File: config.mk
export PLATFORM = sky130hd
export DESIGN_NAME = clk_en_scheduler
export DESIGN_NICKNAME = d
export VERILOG_FILES = /design/src/rtl/clk_en_sched_pkg.sv /design/src/rtl/clk_en_edge_sync.sv /design/src/rtl/clk_en_scheduler.sv
export SDC_FILE = /design/constraint.sdc
export NUM_CORES = 1
export LEC_CHECK = 0
export CAP_MARGIN = 20
export CORE_UTILIZATION = 45
export CTS_CLUSTER_SIZE = 25
export DETAILED_ROUTE_END_ITERATION = 6
export HOLD_SLACK_MARGIN = 0.08
export PLACE_DENSITY = 0.66
export SLEW_MARGIN = 25
export SYNTH_ARGS = -nofsm -noshare
export SYNTH_HDL_FRONTEND = slang
export SYNTH_SLANG_ARGS = --single-unit
File: constraint.sdc
create_clock -name clk_in -period 7.05 [get_ports clk_in]
set_input_delay 0.705 -clock clk_in [delete_from_list [all_inputs] [get_ports clk_in]]
set_output_delay 0.705 -clock clk_in [all_outputs]
set_load 0.01 [all_outputs]
File: src/rtl/clk_en_sched_pkg.sv
// Shared types and helpers for the clock-enable scheduler: FSM state encoding,
// index/timer width helpers and the round-robin next-winner search.
package clk_en_sched_pkg;

  // Upper bound on channel count; the arbiter search is sized for this.
  localparam int unsigned MAX_CH       = 16;
  localparam int unsigned CH_IDX_MAX_W = 4;

  typedef enum logic [1:0] {
    StIdle     = 2'd0,
    StIssue    = 2'd1,
    StWaitDone = 2'd2
  } sched_state_e;

  // Width of a channel index; never narrower than one bit.
  function automatic int unsigned ch_idx_w(input int unsigned num_ch);
    int unsigned w;
    w = 1;
    if (num_ch > 2) begin
      w = $clog2(num_ch);
    end
    return w;
  endfunction

  // Width of the WAIT_DONE timer, which counts 0 .. timeout-1.
  function automatic int unsigned timer_w(input int unsigned timeout);
    int unsigned w;
    w = 1;
    if (timeout > 2) begin
      w = $clog2(timeout);
    end
    return w;
  endfunction

  // First eligible channel searching upward from ptr+1, wrapping at num_ch.
  // ptr itself is checked last, so a lone requester can still win back-to-back.
  function automatic logic [CH_IDX_MAX_W-1:0] rr_next(
    input logic [MAX_CH-1:0]       elig,
    input logic [CH_IDX_MAX_W-1:0] ptr,
    input int unsigned             num_ch
  );
    logic [CH_IDX_MAX_W-1:0] win;
    logic                    found;
    int unsigned             idx;
    win   = ptr;
    found = 1'b0;
    for (int unsigned i = 1; i <= MAX_CH; i++) begin
      idx = {{(32 - CH_IDX_MAX_W){1'b0}}, ptr} + i;
      if (idx >= num_ch) begin
        idx = idx - num_ch;
      end
      if (!found && (i <= num_ch) && elig[idx[CH_IDX_MAX_W-1:0]]) begin
        win   = idx[CH_IDX_MAX_W-1:0];
        found = 1'b1;
      end
    end
    return win;
  endfunction

endpackage

File: src/rtl/clk_en_edge_sync.sv
// Brings one asynchronous slow clock/strobe into the clk_i domain and emits a
// registered single-cycle pulse on each synchronised rising edge.
module clk_en_edge_sync #(
  parameter int unsigned SYNC_STAGES = 2
) (
  input  logic clk_i,
  input  logic rst_ni,
  input  logic async_i,
  output logic rise_o
);

  logic [SYNC_STAGES-1:0] sync_q;
  logic                   prev_q;
  logic                   rise_q;

  // Synchroniser chain, previous-level flop and registered rise detect.
  // prev_q resets low, so an input already high at reset release yields one edge.
  always_ff @(posedge clk_i or negedge rst_ni) begin
    if (!rst_ni) begin
      sync_q <= '0;
      prev_q <= 1'b0;
      rise_q <= 1'b0;
    end else begin
      sync_q <= {sync_q[SYNC_STAGES-2:0], async_i};
      prev_q <= sync_q[SYNC_STAGES-1];
      rise_q <= sync_q[SYNC_STAGES-1] & ~prev_q;
    end
  end

  assign rise_o = rise_q;

endmodule

File: src/rtl/clk_en_scheduler.sv
// Arbitrates NUM_CH slow clock/strobe requesters onto one shared downstream
// engine. Each synchronised rising edge queues one job for its channel; jobs
// are issued round-robin as one-cycle enables, one in flight at a time, and
// released by done_in or by a timeout.
module clk_en_scheduler
  import clk_en_sched_pkg::*;
#(
  parameter int unsigned NUM_CH      = 4,
  parameter int unsigned SYNC_STAGES = 2,
  parameter int unsigned PEND_W      = 2,
  parameter int unsigned TIMEOUT     = 255
) (
  input  logic              clk_in,
  input  logic              rst_n_in,
  input  logic [NUM_CH-1:0] slow_clk_in,
  input  logic [NUM_CH-1:0] ch_enable_in,
  input  logic              ready_in,
  input  logic              done_in,
  input  logic              ovf_clr_in,
  output logic [NUM_CH-1:0] en_out,
  output logic              busy_out,
  output logic [NUM_CH-1:0] ovf_out,
  output logic              timeout_out
);

  localparam int unsigned        CH_IDX_W   = ch_idx_w(NUM_CH);
  localparam int unsigned        TIMER_W    = timer_w(TIMEOUT);
  localparam logic [PEND_W-1:0]  PEND_MAX   = {PEND_W{1'b1}};
  localparam logic [TIMER_W-1:0] TIMER_LAST = TIMER_W'(TIMEOUT - 1);

  logic [NUM_CH-1:0]   rise;
  logic [NUM_CH-1:0]   eligible;
  logic [NUM_CH-1:0]   grant_vec;
  logic [NUM_CH-1:0]   ovf_set;
  logic                grant_fire;
  logic [CH_IDX_W-1:0] winner;

  sched_state_e        state_q;
  logic [CH_IDX_W-1:0] ptr_q;
  logic [TIMER_W-1:0]  timer_q;
  logic [NUM_CH-1:0]   en_q;
  logic                busy_q;
  logic [NUM_CH-1:0]   ovf_q;
  logic                timeout_q;

  // A grant happens only from IDLE, with the downstream ready and work queued.
  assign grant_fire = (state_q == StIdle) & ready_in & (|eligible);
  assign winner     = CH_IDX_W'(rr_next(MAX_CH'(eligible), CH_IDX_MAX_W'(ptr_q), NUM_CH));

  for (genvar g = 0; g < NUM_CH; g++) begin : g_ch
    logic [PEND_W-1:0] pend_q;
    logic [PEND_W-1:0] pend_d;
    logic              rise_ok;
    logic              ovf_hit;

    clk_en_edge_sync #(
      .SYNC_STAGES(SYNC_STAGES)
    ) u_edge_sync (
      .clk_i  (clk_in),
      .rst_ni (rst_n_in),
      .async_i(slow_clk_in[g]),
      .rise_o (rise[g])
    );

    assign rise_ok      = rise[g] & ch_enable_in[g];
    assign eligible[g]  = ch_enable_in[g] & (pend_q != '0);
    assign grant_vec[g] = grant_fire & (winner == CH_IDX_W'(g));
    assign ovf_set[g]   = ovf_hit;

    // Pending count: +1 per accepted edge, -1 per grant, cleared while disabled.
    always_comb begin
      pend_d  = pend_q;
      ovf_hit = 1'b0;
      if (!ch_enable_in[g]) begin
        pend_d = '0;
      end else if (rise_ok && !grant_vec[g]) begin
        if (pend_q == PEND_MAX) begin
          ovf_hit = 1'b1;
        end else begin
          pend_d = pend_q + 1'b1;
        end
      end else if (!rise_ok && grant_vec[g]) begin
        pend_d = pend_q - 1'b1;
      end
    end

    // Pending count register.
    always_ff @(posedge clk_in or negedge rst_n_in) begin
      if (!rst_n_in) begin
        pend_q <= '0;
      end else begin
        pend_q <= pend_d;
      end
    end
  end

  // Sticky overflow flags; a new overflow in the clear cycle stays set.
  always_ff @(posedge clk_in or negedge rst_n_in) begin
    if (!rst_n_in) begin
      ovf_q <= '0;
    end else begin
      ovf_q <= (ovf_q & ~{NUM_CH{ovf_clr_in}}) | ovf_set;
    end
  end

  // Issue FSM with job timer, round-robin pointer and registered outputs.
  always_ff @(posedge clk_in or negedge rst_n_in) begin
    if (!rst_n_in) begin
      state_q   <= StIdle;
      ptr_q     <= '0;
      timer_q   <= '0;
      en_q      <= '0;
      busy_q    <= 1'b0;
      timeout_q <= 1'b0;
    end else begin
      en_q <= '0;
      if (ovf_clr_in) begin
        timeout_q <= 1'b0;
      end
      unique case (state_q)
        StIdle: begin
          if (grant_fire) begin
            state_q <= StIssue;
            ptr_q   <= winner;
            en_q    <= grant_vec;
            busy_q  <= 1'b1;
          end
        end
        StIssue: begin
          state_q <= StWaitDone;
          timer_q <= '0;
        end
        StWaitDone: begin
          if (done_in) begin
            state_q <= StIdle;
            busy_q  <= 1'b0;
          end else if (timer_q == TIMER_LAST) begin
            state_q   <= StIdle;
            busy_q    <= 1'b0;
            timeout_q <= 1'b1;
          end else begin
            timer_q <= timer_q + 1'b1;
          end
        end
        default: begin
          state_q <= StIdle;
          busy_q  <= 1'b0;
        end
      endcase
    end
  end

  assign en_out      = en_q;
  assign busy_out    = busy_q;
  assign ovf_out     = ovf_q;
  assign timeout_out = timeout_q;

endmodule

=== Word-level counts from Yosys, hierarchy flattened ===
Cells that the tools add are included.

* Logic and storage cells: 198
* Register bits: 46
* Input bits: 13
* Output and inout port bits: 10

* Equality and inequality tests: 22
* Reductions and logical operators: 38
* Muxes and demuxes: 64
* Add/subtract/negate cells: 17
* $lt $le $gt $ge: 8
* Bitwise operators: 26

{| class="wikitable"
|+ Operators by type and width
! operator !! number
|-
| $mux 2 || 23
|-
| $mux 1 || 26
|-
| $mux 4 || 6
|-
| $lt 4x5->1 const B || 4
|-
| $and 1x1->1 || 18
|-
| $bmux 1 s4 || 4
|-
| $mux 8 || 2
|-
| $pmux 8 s2 || 1
|-
| $ne 3x3->1 const B || 5
|-
| $eq 2x2->1 const B || 7
|-
| $ne 3x1->1 const B || 4
|-
| $reduce_and 2->1 || 6
|-
| $sub 3x3->4 const B || 3
|-
| $logic_and 1x1->1 || 11
|-
| $logic_not 1->1 || 11
|-
| $reduce_bool 2->1 || 5
|-
| $ge 3x3->1 const B || 3
|-
| $add 2x1->2 const B || 4
|-
| $add 8x1->8 const B || 1
|-
| $eq 8x8->1 const B || 1
|-
| $sub 2x1->2 const B || 4
|-
| $add 2x2->3 const B || 2
|-
| $ne 2x2->1 const B || 3
|-
| $pmux 2 s3 || 1
|-
| 13 further kinds || 20
|}

=== Longest topological paths before layout ===
Gate-level depths: netlist of the first run.

* Depth after elaboration: 22
* Depth in mapped cells: 10
* Depth with buffers taken out: 9

=== Hierarchy ===
A second synthesis of the first run with hierarchy kept.

* Cells, all modules: 204
* Area total of the unflattened synthesis: 2282.2 µm²

{| class="wikitable"
|+ Modules (own cells, without submodules)
! module !! cells each !! seq. area each (µm²) !! area each (µm²) !! instances
|-
| clk_en_scheduler || 184 || 750.7 || 1826.8 || 1
|-
| clk_en_edge_sync || 5 || 100.1 || 113.9 || 4
|}

=== Worst setup path after synthesis of the first run ===
OpenSTA, ideal clock, no wires.

* Kind: reg-to-reg
* From: register ptr_q[0]
* To: register g_ch[0].pend_q[0]
* Arrival: 2.349 ns
* Setup time: 0.128 ns
* Buffers on the path: 1
* Clock period less this slack: 2.476 ns
* Slack: 4.574 ns
* Required time: 6.922 ns
* Cell stages (with the launch flop): 11
* Cell sequence: dfrtp_1 -> buf_2 -> inv_1 -> ha_1 -> inv_1 -> mux2i_1 -> a22o_1 -> a41o_4 -> nor4b_4 -> mux2i_1 -> o22ai_1

* Longest elaborated chain between the ends: 21
* Elaborated cells on any way between the ends: 47
* Those cells by class: add/sub (8); order compare (4); eq/ne (2); mux (21); bitwise (1); reduce/logical (11)

{| class="wikitable"
|+ RTL lines
! item !! line !! source
|-
| start, declared || clk_en_scheduler.sv:39 || <nowiki>logic [CH_IDX_W-1:0] ptr_q;</nowiki>
|-
| start signal, assigned || clk_en_scheduler.sv:124 || <nowiki>ptr_q <= winner;</nowiki>
|-
| $add 2x1->3 || clk_en_sched_pkg.sv:48 || <nowiki>idx = {{(32 - CH_IDX_MAX_W){1'b0}}, ptr} + i;</nowiki>
|-
| $sub 3x3->4 or $ge 3x3->1 (tied branches) || clk_en_sched_pkg.sv:50, clk_en_sched_pkg.sv:49 ||
|-
| $mux 4 || clk_en_sched_pkg.sv:49 || <nowiki>if (idx >= num_ch) begin</nowiki>
|-
| $bmux 1 s4 || clk_en_sched_pkg.sv:52 || <nowiki>if (!found && (i <= num_ch) && elig[idx[CH_IDX_MAX_W-1:0]]) begin</nowiki>
|-
| $mux 1 (implied by the code) || clk_en_sched_pkg.sv:52 ||
|-
| $mux 1 || clk_en_sched_pkg.sv:52 ||
|-
| $logic_not 1->1 || clk_en_sched_pkg.sv:52 ||
|-
| $logic_and 1x1->1 || clk_en_sched_pkg.sv:52 ||
|-
| [... 5 more ...] || -- ||
|-
| $logic_and 1x1->1 || clk_en_sched_pkg.sv:52 ||
|-
| $mux 2 (*) || clk_en_sched_pkg.sv:52 ||
|-
| $logic_not 2->1 (*) || clk_en_scheduler.sv:67 || <nowiki>assign grant_vec[g] = grant_fire & (winner == CH_IDX_W'(g));</nowiki>
|-
| $and 1x1->1 (*) || clk_en_scheduler.sv:67 ||
|-
| $logic_not 1->1 || clk_en_scheduler.sv:76 || <nowiki>end else if (rise_ok && !grant_vec[g]) begin</nowiki>
|-
| $logic_and 1x1->1 || clk_en_scheduler.sv:76 ||
|-
| $ne 3x3->1 (no source line) (tied with other cells) || -- ||
|-
| $reduce_and 2->1 (no source line) or $mux 2 (tied branches) || -- ||
|-
| end signal, assigned || clk_en_scheduler.sv:92 || <nowiki>pend_q <= pend_d;</nowiki>
|-
| end, declared || clk_en_scheduler.sv:51 || <nowiki>logic [PEND_W-1:0] pend_q;</nowiki>
|}

Every way passes the cells marked *; elsewhere a longest branch is shown, timed or not. The select of a mux whose other input is x is not followed.
A chain may end at the register's enable or synchronous reset.

=== Worst setup path after layout of the first run ===
Ends and elaborated chain as after synthesis.

==> results.sh, run 1 <==
export IMPL_status="complete, no violations"
export IMPL_ys_seq_elements=46
export IMPL_finalHoldViolCount=0
export IMPL_fin_worst_skew_ps=4.05
export IMPL_hp_class="reg -> reg"
export IMPL_htreeDepth=2
export IMPL_path_clk_slew_ps=80
export IMPL_cts_resized=0
export IMPL_synth_area_sq_um=2250
export IMPL_wl_microns=3760
export IMPL_async_reset_ff_frac=1.00
export IMPL_cp_slowest_cell="dfrtp_1"
export IMPL_clock_latency_ps=290
export IMPL_num_io_pins=23
export IMPL_fin_tns_setup_ps=0
export IMPL_clockBufferDepth=2
export IMPL_cpMostUsedCell="inv_1"
export IMPL_yosys_most_used_dff="dfrtp_1"
export IMPL_antennaDiodeCount=0
export IMPL_post_cts_buffers=0
export IMPL_synth_edf_count=0
export IMPL_cp_start_kind="flop"
export IMPL_dpl_cell_count=293
export IMPL_yosysWarnings=0
export IMPL_worst_path_buf_inv=2
export IMPL_setup_violations=0
export IMPL_powerDensity_nw_per_um2=324
export IMPL_grt_pass1_vias=1481
export IMPL_arrival_ps=3070
export IMPL_critPathKind="reg -> reg"
export IMPL_antenna_found_initial=0
export IMPL_cpPeakStageDelay_ps=540
export IMPL_synth_top_area_cell="dfrtp_1"
export IMPL_dp_hpwl_microns=2630
export IMPL_fp_dieArea_sq_um=5290
export IMPL_synth_distinct_cells=45
export IMPL_p_int_uw=525
export IMPL_fillers=406
export IMPL_yosysTopAreaCellShare=0.511
export IMPL_ys_seq_area_frac=0.511
export IMPL_gp_congestion=0.852
export IMPL_worstPathRequired_ps=7230
export IMPL_switchingPower_uw=317
export IMPL_synthCells=209
export IMPL_drive_gt1_frac=0.0905
export IMPL_synth_nets=227
export IMPL_rows=25
export IMPL_ant_nets=0
export IMPL_die_height_microns=72.8
export IMPL_wl_per_cell_microns=12.6
export IMPL_fin_crit_sh=0.410
export IMPL_grt_setup_unrepaired="no"
export IMPL_combPwrFrac=0.392
export IMPL_final_nets=251
export IMPL_fmax_mhz=346
export IMPL_vias=1567
export IMPL_grt_max_degree=47
export IMPL_path_cells="inv_1 -> ha_1 -> inv_1 -> nor2_1 -> o31ai_2 -> a31oi_2 -> nor4b_4 -> mux2i_1 -> o22ai_1"
export IMPL_core_sq_um=4790
export IMPL_area_growth_synth_to_final_pct=15.2
export IMPL_via_per_inst=5.24
export IMPL_slew_violations=0
export IMPL_holdBufCountCts=0
export IMPL_period_needed_ps=2890
export IMPL_finalNonFillerCells=299
export IMPL_grt_overflow_total=0
export IMPL_swShare=0.377
export IMPL_tightest_slew_ps=576
export IMPL_ys_top_cells_by_area="dfrtp_1, nor2_1, o21ai_0"
export IMPL_syn_area_per_cell_sq_um=10.8
export IMPL_p_seq_frac=0.425
export IMPL_grt_first_pass_wirelength_microns=6600
export IMPL_first_pass_iters=4
export IMPL_die_w_microns=72.8
export IMPL_critical_path_top_delay_family="compound AO/OA/AOI/OAI gates"
export IMPL_clkSinkCount=46
export IMPL_cts_tree="yes"
export IMPL_clock_power_share=0.183
export IMPL_clock_tree_root_cell="clkbuf_8"
export IMPL_end_kind="flop"
export IMPL_cts_made_buffers=5
export IMPL_peakVddDrop_v=0.000164
export IMPL_leakage_uw=0.00112
export IMPL_worst_path_max_fanout=10
export IMPL_route_detailed_drc=0
export IMPL_first_iter_violations=102
export IMPL_portBuffers=22
export IMPL_track_usage=0.166
export IMPL_start_util=0.471
export IMPL_maxCapViolCount=0
export IMPL_slew_headroom=0.616
[final timing paths]
kind	startpoint	to	slack, ps	cells after the start
worst max-delay path	ptr_q[0]	g_ch[0].pend_q[0]	4160	9
worst min-delay path	g_ch[0].u_edge_sync.sync_q[0]	g_ch[0].u_edge_sync.sync_q[1]	350	0
worst max register to register	ptr_q[0]	g_ch[0].pend_q[0]	4160	9
worst min register to register	g_ch[0].u_edge_sync.sync_q[0]	g_ch[0].u_edge_sync.sync_q[1]	350	0
max in group asynchronous	rst_n_in	g_ch[1].pend_q[0]	6250	1
min in group asynchronous	rst_n_in	g_ch[0].u_edge_sync.sync_q[0]	400	1
[cell usage after synthesis, types with 2 or more instances]
cell,number
dfrtp_1,46
nor2_1,19
inv_1,13
o21ai_0,13
nand2_1,12
a21oi_1,9
mux2i_1,6
nand4_1,6
xor2_1,6
ha_1,5
nor2b_1,5
o22ai_1,5
and2_1,4
nand3_1,4
nor3_1,4
o211ai_1,4
a21o_1,3
buf_6,3
nand2b_1,3
nand3b_1,3
o21ai_4,3
or2_2,3
a21boi_0,2
a31oi_1,2
a31oi_2,2
nor4b_4,2
o221ai_1,2
o32ai_1,2
or3_1,2
[metal layers]
layer / global-route usage / routed length, microns / part of all wire
met5: 0 / 0 / 0
met4: 0.0654 / 66 / 0.018
met3: 0.0414 / 140 / 0.037
met2: 0.253 / 1690 / 0.45
met1: 0.227 / 1860 / 0.49
[through the flow]
| stage | cell area, sq um | util | total power (uW) | setup WS (ps) | hold WS (ps) |
|---|---|---|---|---|---|
| floorplan | 2250 | - | 616 | 4570 | 331 |
| global placement | 2510 | 0.524 | 687 | 4090 | 332 |
| detailed placement | 2510 | 0.524 | 692 | 4080 | 335 |
| CTS | 2590 | 0.542 | 849 | 4190 | 353 |
| global route | 2590 | 0.542 | 900 | 3980 | 372 |
| finish | 2590 | 0.542 | 842 | 4160 | 350 |
[registers in the layout (all words and copies together) (netlist names)]
signal,count
busy_out,1
en_out,4
g_ch.pend_q,8
g_ch.u_edge_sync.prev_q,4
g_ch.u_edge_sync.rise_o,4
g_ch.u_edge_sync.sync_q,8
ovf_out,4
ptr_q,2
state_q,2
timeout_out,1
timer_q,8
[layout by cell type, fill, tap and decap left out, types with 2 or more instances in the layout]
cell,Yosys,routed
nand3b_1,3,3
nand2b_1,3,3
nor2_1,19,19
mux2i_1,6,6
nand3_1,4,4
inv_1,13,13
or3_1,2,2
o32ai_1,2,2
clkbuf_8,0,6
and2_1,4,4
ha_1,5,5
clkdlybuf4s50_1,0,21
a21oi_1,9,9
o211ai_1,4,4
a31oi_2,2,2
a21boi_0,2,2
nand2_1,12,12
a21o_1,3,3
or2_2,3,3
o221ai_1,2,2
o21ai_0,13,13
o21ai_4,3,3
nor4b_4,2,2
nand4_1,6,6
dfrtp_1,46,46
o22ai_1,5,5
a31oi_1,2,2
xor2_1,6,6
nor3_1,4,4
nor2b_1,5,5
[power by group through the flow]
stage	sequential, uW	clock [uW]	combinational, uW
floorplan	345	0	271
detailed placement	363	0	329
CTS	357	161	331
global placement	363	0	324
finish	358	154	330
global route	367	171	362
[layout make-up]
cell class	count	area [sq um]	area share
clock buffers	6	82.6	0.0318
inverters	13	48.8	0.0188
multi-input cells	145	1010	0.390
flip-flops and latches	46	1150	0.444
well taps	67	83.8	0.0323
repair buffers	22	218	0.0839
[cell families (layout without fill, tap and decap cells)]
logic type,Yosys count,after routing,synth area share
AND/OR/NAND/NOR,70,70,0.174
AO/OA/AOI/OAI,57,57,0.193
flip-flops,46,46,0.511
buffers and inverters,18,41,0.0405
XOR/XNOR,7,7,0.0272
multiplexers,6,6,0.0267
adder cells (fa/ha/maj),5,5,0.0278
No activity file was read; power rests on OpenSTA's default activity.
==> inputs of run 2 (changes only) <==
--- a/config.mk
+++ b/config.mk
@@ -10,7 +10,7 @@
 export CTS_CLUSTER_SIZE = 25
 export DETAILED_ROUTE_END_ITERATION = 6
 export HOLD_SLACK_MARGIN = 0.08
-export PLACE_DENSITY = 0.66
+export PLACE_DENSITY = 0.68
 export SLEW_MARGIN = 25
 export SYNTH_ARGS = -nofsm -noshare
 export SYNTH_HDL_FRONTEND = slang
==> constraint.sdc (replaced) <==
create_clock -name clk_in -period 2.48 [get_ports clk_in]
set_input_delay 0.248 -clock clk_in [delete_from_list [all_inputs] [get_ports clk_in]]
set_output_delay 0.248 -clock clk_in [all_outputs]
set_load 0.01 [all_outputs]
==> results.sh, run 2 (synthesized netlist as in run 1, its figures left out) <==
export IMPL_core_sq_um=4790
export IMPL_reg_top3="g_ch.pend_q x8, g_ch.u_edge_sync.sync_q x8, timer_q x8"
export IMPL_utilization=0.593
export IMPL_seq_area_sq_um=1150
export IMPL_wl_met1_microns=2050
export IMPL_clockBufferDepth=2
export IMPL_p_seq_frac=0.352
export IMPL_min_to="g_ch[2].u_edge_sync.sync_q[1]"
export IMPL_cp_slowest_cell="dfrtp_1"
export IMPL_antenna_found_initial=0
export IMPL_clock_power_share=0.198
export IMPL_critPathKind="reg -> reg"
export IMPL_final_nets=273
export IMPL_die_height_microns=72.8
export IMPL_cp_start_kind="flop"
export IMPL_maxCapViolCount=0
export IMPL_first_pass_iters=4
export IMPL_slew_violations=0
export IMPL_grt_max_degree=26
export IMPL_hold_path_depth=0
export IMPL_portBuffers=22
export IMPL_wl_per_cell_microns=13.1
export IMPL_worstPathRequired_ps=2660
export IMPL_combPwrFrac=0.450
export IMPL_die_w_microns=72.8
export IMPL_r2r_start="ptr_q[0]"
export IMPL_setup_violations=0
export IMPL_multi_input_area_sq_um=1060
export IMPL_final_common_cell="dfrtp_1"
export IMPL_vias=1647
export IMPL_area_growth_synth_to_final_pct=25.9
export IMPL_fin_worst_skew_ps=6.23
export IMPL_grt_overflow_total=0
export IMPL_clock_tree_root_cell="clkbuf_8"
export IMPL_cpMostUsedCell="buf_4"
export IMPL_hp_class="reg -> reg"
export IMPL_final_cell_mix="dfrtp_1, clkdlybuf4s50_1, buf_4, nor2_1, o21ai_0"
export IMPL_cts_made_buffers=5
export IMPL_path_clk_slew_ps=80
export IMPL_regToRegSetupSlack_ps=60
export IMPL_grt_pass1_vias=1512
export IMPL_grt_setup_unrepaired="yes"
export IMPL_gp_congestion=0.865
export IMPL_fmax_mhz=414
export IMPL_drive_gt1_frac=0.208
export IMPL_path_cells="inv_2 -> ha_2 -> or2_4 -> o211ai_1 -> o31ai_2 -> buf_4 -> a41o_4 -> nor4b_4 -> buf_4 -> xnor2_1 -> o22ai_1"
export IMPL_peakVddDrop_v=0.000480
export IMPL_cpPeakStageDelay_ps=370
export IMPL_antennaDiodeCount=0
export IMPL_num_io_pins=23
export IMPL_switchingPower_uw=1020
export IMPL_routed_top_layer="met4"
export IMPL_clock_latency_ps=290
export IMPL_fin_crit_sh=0.974
export IMPL_leakage_uw=0.00124
export IMPL_route_detailed_drc=0
export IMPL_reg2reg_depth=11
export IMPL_dp_hpwl_microns=2910
export IMPL_ant_nets=0
export IMPL_track_usage=0.174
export IMPL_finalHoldViolCount=0
export IMPL_htreeDepth=2
export IMPL_end_kind="flop"
export IMPL_arrival_ps=2600
export IMPL_p_int_uw=1820
export IMPL_fp_dieArea_sq_um=5290
export IMPL_slew_headroom=0.636
export IMPL_swShare=0.359
export IMPL_reg2reg_to="g_ch[0].pend_q[0]"
export IMPL_routed_wl_met3_microns=120
export IMPL_tightest_slew_ps=545
export IMPL_worst_path_max_fanout=5
export IMPL_wl_met2_microns=1980
export IMPL_first_iter_violations=76
export IMPL_worst_path_buf_inv=3
export IMPL_fillers=407
export IMPL_grt_first_pass_wirelength_microns=6960
export IMPL_hold_start="g_ch[2].u_edge_sync.sync_q[0]"
export IMPL_fin_ws_ps=64.7
export IMPL_start_util=0.471
export IMPL_dp_slack_ps=-24.5
export IMPL_hold_slack_ps=349
export IMPL_via_per_inst=5.11
export IMPL_critical_path_top_delay_family="compound AO/OA/AOI/OAI gates"
export IMPL_cts_tree="yes"
export IMPL_status="complete, no violations"
export IMPL_rows=25
export IMPL_period_needed_ps=2420
export IMPL_wl_microns=4200
export IMPL_powerDensity_nw_per_um2=998
export IMPL_clkSinkCount=46
-- run 2: worst reg2reg max path, delay by kind of cell, from the launching register on --
kind            cells  cell delay (ps)
buf+inv             3              390
flops               1              370
compound gates      4              660
simple gates        2              610
fa+ha+maj           1              170
xor+xnor            1              100
-- run 2: how the worst max path moves through the flow --
stage | startpoint | endpoint | slack (ps) | depth (start not counted)
after floorplan | ptr_q[0] | g_ch[0].pend_q[0] | 4 | 10
after global placement | ptr_q[1] | g_ch[2].pend_q[0] | -40 | 8
after detailed placement | ch_enable_in[3] | g_ch[0].pend_q[0] | -20 | 9
after CTS | ptr_q[1] | g_ch[0].pend_q[0] | 20 | 10
after global routing | ptr_q[1] | g_ch[0].pend_q[0] | -130 | 10
final | ptr_q[0] | g_ch[0].pend_q[0] | 60 | 11
-- run 2: power groups by stage --
stage | combinational [uW] | clock [uW] | sequential (uW)
floorplan | 771 | 0 | 981
global placement | 1130 | 0 | 1000
detailed placement | 1130 | 0 | 1010
CTS | 1150 | 577 | 992
global route | 1390 | 609 | 1020
finish | 1280 | 560 | 997
-- run 2: what timing repair did --
action                     CTS  global route
pin swaps                    1             6
hold endpoints to repair    24             0
resized for setup            0            12
buffers inserted             1             3
hold buffers                 1             0
setup endpoints to repair    1            11
-- run 2: metrics by stage --
stage | cell area, sq um | std cells | TNS, ps | total power (uW)
finish | 2840 | 322 | 0 | 2830
global route | 2840 | 322 | -403 | 3010
CTS | 2770 | 319 | 0 | 2720
floorplan | 2250 | 209 | 0 | 1750
global placement | 2640 | 310 | -51.3 | 2130
detailed placement | 2640 | 310 | -37.8 | 2140
-- run 2: final cells by class --
type / count / area share
Tap cell: 67 / 0.0295
Sequential cell: 46 / 0.406
Clock buffer: 6 / 0.0291
Multi-Input combinational cell: 145 / 0.373
Inverter: 13 / 0.0172
Clock inverter: 1 / 0.0106
Timing Repair Buffer: 44 / 0.135
-- run 2: metal layers --
layer,vias up,GRT usage
li1,839,-
met1,779,0.233
met2,23,0.281
met3,6,0.0373
met4,0,0.0588
met5,-,0
==> inputs of run 3 (changes only) <==
--- a/config.mk
+++ b/config.mk
@@ -14,4 +14,5 @@
 export SLEW_MARGIN = 25
 export SYNTH_ARGS = -nofsm -noshare
 export SYNTH_HDL_FRONTEND = slang
+export SYNTH_HIERARCHICAL = 1
 export SYNTH_SLANG_ARGS = --single-unit
==> results.sh, run 3 <==
export IMPL_antennaDiodeCount=0
export IMPL_tightest_slew_ps=605
export IMPL_setup_violations=1
export IMPL_worstPathRequired_ps=2660
export IMPL_wl_microns=4380
export IMPL_num_io_pins=23
export IMPL_first_iter_violations=52
export IMPL_reg_top3="g_ch.pend_q x8, g_ch.u_edge_sync/sync_q x8, timer_q x8"
export IMPL_min_to="g_ch[1].u_edge_sync/sync_q[1]"
export IMPL_leakage_uw=0.00134
export IMPL_track_usage=0.186
export IMPL_final_nets=286
export IMPL_dp_hpwl_microns=3210
export IMPL_synth_top_area_cell="dfrtp_1"
export IMPL_via_per_inst=5.12
export IMPL_clkSinkCount=46
export IMPL_clock_latency_ps=290
export IMPL_route_detailed_drc=0
export IMPL_ys_seq_elements=46
export IMPL_gp_congestion=0.811
export IMPL_ant_nets=0
export IMPL_reg2reg_depth=10
export IMPL_grt_setup_unrepaired="yes"
export IMPL_synth_distinct_cells=55
export IMPL_hold_path_depth=0
export IMPL_ys_seq_area_frac=0.504
export IMPL_fin_ws_ps=-7.64
export IMPL_synth_area_sq_um=2280
export IMPL_r2r_start="ptr_q[0]"
export IMPL_hold_start="g_ch[1].u_edge_sync/sync_q[0]"
export IMPL_arrival_ps=2670
export IMPL_fmax_mhz=402
export IMPL_end_kind="flop"
export IMPL_die_w_microns=73.2
export IMPL_die_height_microns=73.2
export IMPL_synth_edf_count=0
export IMPL_finalHoldViolCount=0
export IMPL_grt_overflow_total=0
export IMPL_final_cell_mix="dfrtp_1, buf_4, clkdlybuf4s50_1, nor2_1"
export IMPL_maxCapViolCount=0
export IMPL_powerDensity_nw_per_um2=1000
export IMPL_start_util=0.477
export IMPL_period_needed_ps=2490
export IMPL_status="finished, violations left"
export IMPL_critPathKind="reg -> reg"
export IMPL_grt_pass1_vias=1621
export IMPL_path_clk_slew_ps=80
export IMPL_portBuffers=22
export IMPL_yosys_most_used_dff="dfrtp_1"
export IMPL_power_total_uw=3060
export IMPL_rows=25
export IMPL_clock_tree_root_cell="clkbuf_8"
export IMPL_peakVddDrop_v=0.000582
export IMPL_area_growth_synth_to_final_pct=34.1
export IMPL_slew_violations=0
export IMPL_synth_nets=222
export IMPL_reg2reg_to="g_ch[3].pend_q[1]"
export IMPL_yosysWarnings=6
export IMPL_fin_worst_skew_ps=8.29
export IMPL_fin_crit_sh=1.00
export IMPL_wl_per_cell_microns=13.0
export IMPL_cts_made_buffers=5
export IMPL_synth_common_cells="dfrtp_1, nor2_1, o21ai_0"
export IMPL_first_pass_iters=4
export IMPL_cts_tree="yes"
export IMPL_grt_max_degree=28
export IMPL_core_sq_um=4790
export IMPL_hp_class="reg -> reg"
export IMPL_utilization=0.639
export IMPL_worst_path_max_fanout=6
export IMPL_yosysTopAreaCellShare=0.504
export IMPL_fp_dieArea_sq_um=5360
export IMPL_synthCells=204
export IMPL_clockBufferDepth=2
export IMPL_failed_checks="setup timing"
export IMPL_synth_most_common_cell="dfrtp_1"
export IMPL_htreeDepth=2
export IMPL_cp_start_kind="flop"
export IMPL_grt_first_pass_wirelength_microns=7420
export IMPL_async_reset_ff_frac=1.00
export IMPL_ys_top_cells_by_area="dfrtp_1, o21ai_0, ha_1"
export IMPL_vias=1720
export IMPL_syn_area_per_cell_sq_um=11.2
export IMPL_antenna_found_initial=0
export IMPL_drive_gt1_frac=0.309
export IMPL_final_common_cell="dfrtp_1"
export IMPL_slew_headroom=0.593
export IMPL_regToRegSetupSlack_ps=-8
## run 3: metal layers
layer  vias up  GRT usage  wire length (microns)
met2        17      0.294                   2110
met1       824      0.247                   2080
met4         0     0.0850                     89
met5         -          0                      0
met3         8     0.0373                     95
li1        871          -                      -
## run 3: through the flow
stage | hold slack (ps) | instances | setup slack [ps] | setup TNS (ps) | area (sq um)
after global routing | 360 | 336 | -119 | -362 | 3060
final | 351 | 336 | -7.64 | -7.64 | 3060
after CTS | 354 | 337 | -13.8 | -25.2 | 3040
after global placement | 213 | 321 | -253 | -2180 | 2850
after floorplan | -47.6 | 204 | -83.8 | -134 | 2340
after detailed placement | 216 | 321 | -281 | -2710 | 2850
## run 3: report_power, final
group | leakage (uW) | total [uW] | internal (uW) | switching, uW
clock network | 0.0000482 | 461 | 225 | 236
registers | 0.000596 | 990 | 873 | 117
logic | 0.000692 | 1610 | 842 | 772
## run 3: final cells by class
class / instances / area, sq um
Timing Repair Buffer: 61 / 526
Clock inverter: 1 / 5.00
Inverter: 13 / 53.8
Multi-Input combinational cell: 141 / 1150
Fill cell: 384 / 1730
Sequential cell: 46 / 1150
Tap cell: 67 / 83.8
Clock buffer: 7 / 86.3
## run 3: cells by family (layout without fill, tap and decap cells)
kind of cell | Yosys count | in the layout | share of synthesized area
XOR/XNOR | 6 | 6 | 0.0230
AO/OA/AOI/OAI | 55 | 55 | 0.203
AND/OR/NAND/NOR | 69 | 69 | 0.179
flip-flops | 46 | 46 | 0.504
buffers and inverters | 17 | 82 | 0.0307
adder cells (fa/ha/maj) | 5 | 5 | 0.0274
multiplexers | 6 | 6 | 0.0323
## run 3: repair_timing
item,CTS,global route
resized for setup,8,8
pin swaps,12,7
gates cloned,0,0
hold buffers,1,0
hold endpoints to repair,19,0
setup buffers,7,0
setup endpoints to repair,8,11
## run 3: worst max path at each step
stage,startpoint,endpoint,slack [ps],depth (start not counted)
after global placement,ch_enable_in[3],g_ch[2].pend_q[1],-250,10
final,ptr_q[0],g_ch[3].pend_q[1],-8,10
after CTS,ptr_q[0],g_ch[0].pend_q[1],-10,8
after global routing,ptr_q[0],g_ch[3].pend_q[1],-120,10
after floorplan,ptr_q[0],g_ch[3].pend_q[1],-80,10
after detailed placement,ch_enable_in[3],g_ch[2].pend_q[1],-280,10
## run 3: worst max-delay path, stage by stage, from the launching register on
cell and delay (ps):
dfrtp_1 430, inv_6 60, ha_4 160, or3b_4 390, o22ai_4 220, a2111oi_4 90
a211o_4 400, a2111oi_4 290, buf_4 180, o21ai_1 60, o311a_1 100
